==> src/rtl/pipe_pkg.sv <==
// Shared types for the MiniMIPS32 elastic stage registers: the occupancy
// state machine encoding, the packed stage bundle and the NOP bundle used
// to fill bubbles.
package pipe_pkg;

    localparam int unsigned OCC_W = 2;

    // The state encoding doubles as the occupancy count (entries held).
    typedef enum logic [OCC_W-1:0] {
        ST_EMPTY = 2'd0,
        ST_ONE   = 2'd1,
        ST_FULL  = 2'd2
    } stage_state_t;

    localparam logic [7:0] ALUOP_SLL = 8'h11;
    localparam logic [4:0] REG_NOP   = 5'd0;
    localparam logic [4:0] EXC_NONE  = 5'h10;

    // Bundle carried between EXE/MEM and MEM/WB.
    typedef struct packed {
        logic [31:0] pc;
        logic [4:0]  exccode;
        logic [7:0]  aluop;
        logic [4:0]  wa;
        logic        wreg;
        logic [31:0] wd;
        logic        mreg;
        logic [31:0] din;
        logic        cp0We;
        logic [4:0]  cp0Addr;
        logic [31:0] cp0Wd;
        logic        inDelay;
        logic [4:0]  rsvd;
    } stage_bundle_t;

    localparam int unsigned STAGE_BUNDLE_W = $bits(stage_bundle_t);

    // A bundle that retires as SLL $0,$0,0 with no exception and no writes.
    localparam stage_bundle_t NOP_BUNDLE = '{
        pc:      32'd0,
        exccode: EXC_NONE,
        aluop:   ALUOP_SLL,
        wa:      REG_NOP,
        wreg:    1'b0,
        wd:      32'd0,
        mreg:    1'b0,
        din:     32'd0,
        cp0We:   1'b0,
        cp0Addr: 5'd0,
        cp0Wd:   32'd0,
        inDelay: 1'b0,
        rsvd:    5'd0
    };

    // Occupancy count that corresponds to a given state.
    function automatic logic [OCC_W-1:0] occ_of_state(input stage_state_t st);
        return OCC_W'(st);
    endfunction

endpackage

==> src/rtl/pipe_stage_buf_if.sv <==
// Valid/ready handshake for one elastic stage: upstream push side and
// downstream pop side.  The stage itself uses the slave view.
interface pipe_stage_buf_if
    import pipe_pkg::*;
#(
    parameter int unsigned DATA_W = STAGE_BUNDLE_W
) ();

    logic              up_valid;
    logic              up_ready;
    logic [DATA_W-1:0] up_data;
    logic              dn_valid;
    logic              dn_ready;
    logic [DATA_W-1:0] dn_data;

    modport master (
        output up_valid,
        output up_data,
        output dn_ready,
        input  up_ready,
        input  dn_valid,
        input  dn_data
    );

    modport slave (
        input  up_valid,
        input  up_data,
        input  dn_ready,
        output up_ready,
        output dn_valid,
        output dn_data
    );

endinterface

==> src/rtl/pipe_stage_buf.sv <==
// Elastic valid/ready pipeline stage register with an optional two-entry
// skid buffer.  With SKID=1 up_ready comes straight from a flop so a
// downstream stall never forms a combinational path back upstream.
module pipe_stage_buf
    import pipe_pkg::*;
#(
    parameter int unsigned       DATA_W      = STAGE_BUNDLE_W,
    parameter logic [DATA_W-1:0] BUBBLE_DATA = '0,
    parameter int unsigned       SKID        = 1
) (
    input  logic             cpu_clk_50M,
    input  logic             cpu_rst_n,
    input  logic             flush,
    pipe_stage_buf_if.slave  bus,
    output logic [OCC_W-1:0] occupancy
);

    stage_state_t      r_state;
    stage_state_t      w_nextState;
    logic              r_dnValid;
    logic              r_upReady;
    logic [OCC_W-1:0]  r_occupancy;
    logic [DATA_W-1:0] r_main;
    logic [DATA_W-1:0] w_skidData;

    logic w_upReady;
    logic w_push;
    logic w_pop;
    logic w_loadMainUp;
    logic w_loadMainSkid;
    logic w_loadSkid;

    assign w_push = bus.up_valid & w_upReady;
    assign w_pop  = r_dnValid & bus.dn_ready;

    generate
        if (SKID != 0) begin : g_skid
            logic [DATA_W-1:0] r_skid;

            // Skid entry captures the second bundle when downstream stalls.
            always_ff @(posedge cpu_clk_50M or negedge cpu_rst_n) begin
                if (!cpu_rst_n) begin
                    r_skid <= BUBBLE_DATA;
                end else if (w_loadSkid) begin
                    r_skid <= bus.up_data;
                end
            end

            assign w_skidData = r_skid;
            assign w_upReady  = r_upReady;
        end else begin : g_noSkid
            assign w_skidData = BUBBLE_DATA;
            assign w_upReady  = (r_state == ST_EMPTY) | bus.dn_ready;
        end
    endgenerate

    // Next occupancy and which storage entry loads, from this cycle's push/pop.
    always_comb begin
        w_nextState    = r_state;
        w_loadMainUp   = 1'b0;
        w_loadMainSkid = 1'b0;
        w_loadSkid     = 1'b0;
        if (flush) begin
            w_nextState = ST_EMPTY;
        end else begin
            case (r_state)
                ST_EMPTY: begin
                    if (w_push) begin
                        w_nextState  = ST_ONE;
                        w_loadMainUp = 1'b1;
                    end
                end
                ST_ONE: begin
                    if (w_push && !w_pop) begin
                        if (SKID != 0) begin
                            w_nextState = ST_FULL;
                            w_loadSkid  = 1'b1;
                        end
                    end else if (w_pop && !w_push) begin
                        w_nextState = ST_EMPTY;
                    end else if (w_push && w_pop) begin
                        w_loadMainUp = 1'b1;
                    end
                end
                ST_FULL: begin
                    if (w_pop) begin
                        w_nextState    = ST_ONE;
                        w_loadMainSkid = 1'b1;
                    end
                end
                default: begin
                    w_nextState = ST_EMPTY;
                end
            endcase
        end
    end

    // Occupancy FSM with valid, ready and count all registered from the next state.
    always_ff @(posedge cpu_clk_50M or negedge cpu_rst_n) begin
        if (!cpu_rst_n) begin
            r_state     <= ST_EMPTY;
            r_dnValid   <= 1'b0;
            r_upReady   <= 1'b1;
            r_occupancy <= '0;
        end else begin
            r_state     <= w_nextState;
            r_dnValid   <= (w_nextState != ST_EMPTY);
            r_upReady   <= (w_nextState != ST_FULL);
            r_occupancy <= occ_of_state(w_nextState);
        end
    end

    // Main entry is the head of the queue: refilled from upstream or from the skid entry.
    always_ff @(posedge cpu_clk_50M or negedge cpu_rst_n) begin
        if (!cpu_rst_n) begin
            r_main <= BUBBLE_DATA;
        end else if (w_loadMainUp) begin
            r_main <= bus.up_data;
        end else if (w_loadMainSkid) begin
            r_main <= w_skidData;
        end
    end

    assign bus.up_ready = w_upReady;
    assign bus.dn_valid = r_dnValid;
    assign bus.dn_data  = r_dnValid ? r_main : BUBBLE_DATA;
    assign occupancy    = r_occupancy;

endmodule
==> src/flat_wrapper.sv <==
// flat-port wrapper written by rule: the top's interface ports become plain ports
module pipe_stage_buf_flat import pipe_pkg::*;
#(
    parameter int unsigned       DATA_W      = STAGE_BUNDLE_W,
    parameter logic [DATA_W-1:0] BUBBLE_DATA = '0,
    parameter int unsigned       SKID        = 1
)
  (cpu_clk_50M, cpu_rst_n, flush, occupancy, bus_up_valid, bus_up_data, bus_dn_ready, bus_up_ready, bus_dn_valid, bus_dn_data);
  pipe_stage_buf_if #(.DATA_W(DATA_W)) bus_i ();
  input  logic cpu_clk_50M;
  input  logic cpu_rst_n;
  input  logic flush;
  output logic [OCC_W-1:0] occupancy;
  input wire logic [$bits(bus_i.up_valid)-1:0] bus_up_valid;
  input wire logic [$bits(bus_i.up_data)-1:0] bus_up_data;
  input wire logic [$bits(bus_i.dn_ready)-1:0] bus_dn_ready;
  output wire logic [$bits(bus_i.up_ready)-1:0] bus_up_ready;
  output wire logic [$bits(bus_i.dn_valid)-1:0] bus_dn_valid;
  output wire logic [$bits(bus_i.dn_data)-1:0] bus_dn_data;
  assign bus_i.up_valid = bus_up_valid;
  assign bus_i.up_data = bus_up_data;
  assign bus_i.dn_ready = bus_dn_ready;
  assign bus_up_ready = bus_i.up_ready;
  assign bus_dn_valid = bus_i.dn_valid;
  assign bus_dn_data = bus_i.dn_data;
  pipe_stage_buf #(.DATA_W(DATA_W), .BUBBLE_DATA(BUBBLE_DATA), .SKID(SKID)) u_core (.cpu_clk_50M(cpu_clk_50M), .cpu_rst_n(cpu_rst_n), .flush(flush), .bus(bus_i), .occupancy(occupancy));
endmodule
==> config.mk <==
export PLATFORM = sky130hd
export DESIGN_NAME = pipe_stage_buf_flat
export DESIGN_NICKNAME = d
export VERILOG_FILES = /design/src/rtl/pipe_pkg.sv /design/src/rtl/pipe_stage_buf_if.sv /design/src/rtl/pipe_stage_buf.sv /design/src/flat_wrapper.sv
export SDC_FILE = /design/constraint.sdc
export NUM_CORES = 1
export LEC_CHECK = 0
export CORE_ASPECT_RATIO = 0.8
export CORE_MARGIN = 5
export CORE_UTILIZATION = 47
export DETAILED_ROUTE_END_ITERATION = 10
export PLACE_DENSITY = 0.78
export SLEW_MARGIN = 20
export SYNTH_ARGS = -nofsm -noshare
export SYNTH_HDL_FRONTEND = slang
export SYNTH_SLANG_ARGS = --single-unit
==> constraint.sdc <==
create_clock -name cpu_clk_50M -period 2.1 [get_ports cpu_clk_50M]
set_clock_uncertainty 0.15 [all_clocks]
set_input_delay 0.21 -clock cpu_clk_50M [delete_from_list [all_inputs] [get_ports cpu_clk_50M]]
set_output_delay 0.21 -clock cpu_clk_50M [all_outputs]
set_load 0.01 [all_outputs]
==> flow_metrics.tcl <==
set metrics [dict create \
    worst_ir_drop_vdd_mv 0.515 \
    syn_to_final_growth_pct 38.9 \
    clkLatencyLatePin_ps 520 \
    grt_max_degree 99 \
    timing.rr.end "u_core.r_main[95]$_DFFE_PN0P_" \
    hpwlAfterDp_mm 31.8 \
    synthCells 1479 \
    p_seq_share_pct 41.5 \
    grt_overflow_total 0 \
    synth-warning-count 0 \
    clk_pin_slew_ps 60 \
    row_count 60 \
    viasPerCell 6.47 \
    timing.slew.headroom_pct 44.2 \
    synth_area_sq_um 16000 \
    die_x_um 217 \
    dr.pass1.iters 5 \
    n_fill_cell 2410 \
    ys_seq_area_share_pct 50.6 \
    swShare_pct 30.5 \
    detail-route-antenna-nets 0 \
    seqCellArea_sq_um 8120 \
    clock-sinks 324 \
    finalHoldViolCount 0 \
    drv_slew 0 \
    htree_levels 2 \
    die_area_sq_um 37900 \
    routedWlPerCell_um 25.5 \
    end_kind "flop" \
    drc 0 \
    rrSetupSlack_ps -70 \
    fp.dieH_um 175 \
    dp.cells 2139 \
    path_max_fanout 8 \
    status "finished with violations" \
    track_usage_pct 27.2 \
    routed_wl_mm 56.9 \
    layout_min_cycle_time_ps 2170 \
    dp_worst_setup_slack_ps -39.3 \
    worstPathRequired_ps 2330 \
    maxCapViolations 0 \
    reg2reg_depth 8 \
    grt_pass1_wl_mm 84.5 \
    rsz0062_at_grt "yes" \
    fin_cells 2237 \
    core_sq_um 33600 \
    tritoncts "done" \
    root_buffer "clkbuf_16" \
    antenna_found_initial 2 \
    finalCritPeriodShare_pct 104 \
    cts_made_buffers 35 \
    r2r_start "u_core.bus.dn_valid$_DFF_PN0_" \
    synth.avg_cell_area_sq_um 10.8 \
    report.power.total_mw 24.0 \
    mostFrequentLayoutCell "dfrtp_1" \
    hold_path_class "input port to async pin" \
    syn_nets 1644 \
    drive_gt1_share_pct 35.3 \
    dr.first_iter.drc_count 1682 \
    synth_cell_types 30 \
    intPower_mw 16.7 \
    multiInputGateArea_sq_um 7700 \
    power_leakage_nw 9.52 \
    fmax_ghz 0.460 \
    layout_common_cells "dfrtp_1, clkdlybuf4s50_1, nor3_1, a21oi_1, a32oi_1" \
    start_util_pct 47.7 \
    vias 14500 \
    cp.arrival_ps 2410 \
    worst_slack_ps -73.8 \
    violations "setup timing" \
    synth_seq_cells 324 \
    clockBufferDepth 3 \
    setup_viol 31 \
    ios 329 \
    start_kind "flop" \
    worst_pin_slew_ps 837 \
    comb_power_share_pct 29.4 \
    critPathKind "flop to flop" \
    powerDensity_nw_per_um2 1080 \
    place.gp.congestion 0.825 \
    grt_pass1_vias 14500 \
    io_buffers 328 \
    fin_tns_setup_ps -555 \
    p_sw_mw 7.33 \
    nets 1940 \
    power_frac_clock_pct 29.1 \
]
-- logic make-up after synthesis --
logic type	synth area share (%)
and+or+nand+nor	11.8
muxes	13.6
AOI/OAI and AO/OA	19.0
buffers and inverters	5.09
DFF	50.6
-- cells in the mapped netlist --
| cell type | n | area (sq um) |
|---|---|---|
| a2111oi_0 | 1 | 8.76 |
| a211oi_1 | 2 | 15.0 |
| a21bo_2 | 1 | 10.0 |
| a21boi_0 | 1 | 7.51 |
| a21oi_1 | 160 | 801 |
| a32oi_1 | 160 | 1400 |
| and2_1 | 161 | 1010 |
| and3_1 | 1 | 6.26 |
| and4b_1 | 1 | 10.0 |
| and4bb_1 | 1 | 12.5 |
| buf_1 | 3 | 11.3 |
| buf_2 | 49 | 245 |
| buf_4 | 1 | 7.51 |
| buf_6 | 11 | 124 |
| clkbuf_1 | 112 | 420 |
| clkbuf_2 | 1 | 5.00 |
| dfrtp_1 | 323 | 8080 |
| dfstp_2 | 1 | 26.3 |
| inv_2 | 1 | 3.75 |
| mux2_2 | 60 | 676 |
| mux2_4 | 100 | 1500 |
| nand2_1 | 2 | 7.51 |
| nand2_2 | 1 | 6.26 |
| nand3_1 | 1 | 5.00 |
| nand4b_1 | 1 | 8.76 |
| nand4bb_1 | 1 | 11.3 |
| nor3_1 | 160 | 801 |
| o21ai_0 | 160 | 801 |
| o21ai_1 | 1 | 5.00 |
| or3b_2 | 1 | 8.76 |
-- flip-flops by register name, indices dropped and copies added, names as in the netlist --
signal and flops:
u_core.bus.up_ready 1, u_core.r_main 160, u_core.g_skid.r_skid 160, u_core.bus.dn_valid 1, u_core.r_state 2
-- metal layers --
layer / track usage, % / vias up / wire length, um
li1: - / 6109 / -
met5: 0 / - / 11
met1: 38.8 / 7350 / 23300
met2: 42.8 / 882 / 27000
met4: 7.44 / 2 / 1620
met3: 5.39 / 127 / 5020
-- cell type report --
cell class / count / area share (%)
Multi-Input combinational cell: 978 / 34.6
Clock inverter: 19 / 1.39
Antenna cell: 2 / 0.0225
Inverter: 1 / 0.0281
Timing Repair Buffer: 435 / 20.7
Sequential cell: 324 / 36.4
Clock buffer: 44 / 4.41
Tap cell: 434 / 2.44
-- worst max-delay path, stage by stage (launching register included) --
cell,delay [ps]
dfrtp_4,440
buf_12,150
buf_12,130
buf_16,120
nand4b_1,280
buf_6,260
clkbuf_16,170
o21ai_1,200
a21oi_1,120
-- power groups by stage --
stage	combinational, mW	clock (mW)	sequential [mW]
floorplan	3.99	0	9.30
global placement	6.22	0	9.63
detailed placement	6.48	0	9.75
CTS	6.59	7.05	9.72
global route	7.52	7.33	10.1
finish	7.04	6.99	9.96
-- repair_timing --
action                                 in CTS  in global routing
hold buffers                                1                  0
setup endpoints to repair                 163                237
endpoints found under the hold margin     256                  0
gates cloned                                9                 10
buffers inserted                            6                  7
pin swaps                                   0                 14
gates resized for setup                   690                278
-- how the worst max path moves through the flow --
stage                                       start  depth (start not counted)                               endpoint
floorplan           u_core.bus.up_ready$_DFF_PN1_                          6  u_core.g_skid.r_skid[100]$_DFFE_PN0P_
global placement                            flush                          6         u_core.r_main[135]$_DFFE_PN0P_
detailed placement                   bus_dn_ready                          6         u_core.r_main[137]$_DFFE_PN0P_
CTS                 u_core.bus.dn_valid$_DFF_PN0_                          5                        bus_dn_data[61]
global route        u_core.bus.dn_valid$_DFF_PN0_                          8          u_core.r_main[95]$_DFFE_PN0P_
finish              u_core.bus.dn_valid$_DFF_PN0_                          8          u_core.r_main[95]$_DFFE_PN0P_
-- through the flow --
step           utilization [%]  cell area [sq um]  hold slack, ps
5_1_grt                   66.2              22300            57.0
4_1_cts                   64.1              21600            33.7
3_3_place_gp              60.0              20200           -18.7
6_report                  66.2              22300            30.3
2_1_floorplan                -              16000            -236
3_5_place_dp              60.0              20200           -16.5
Power figures use the tool's default switching activity.
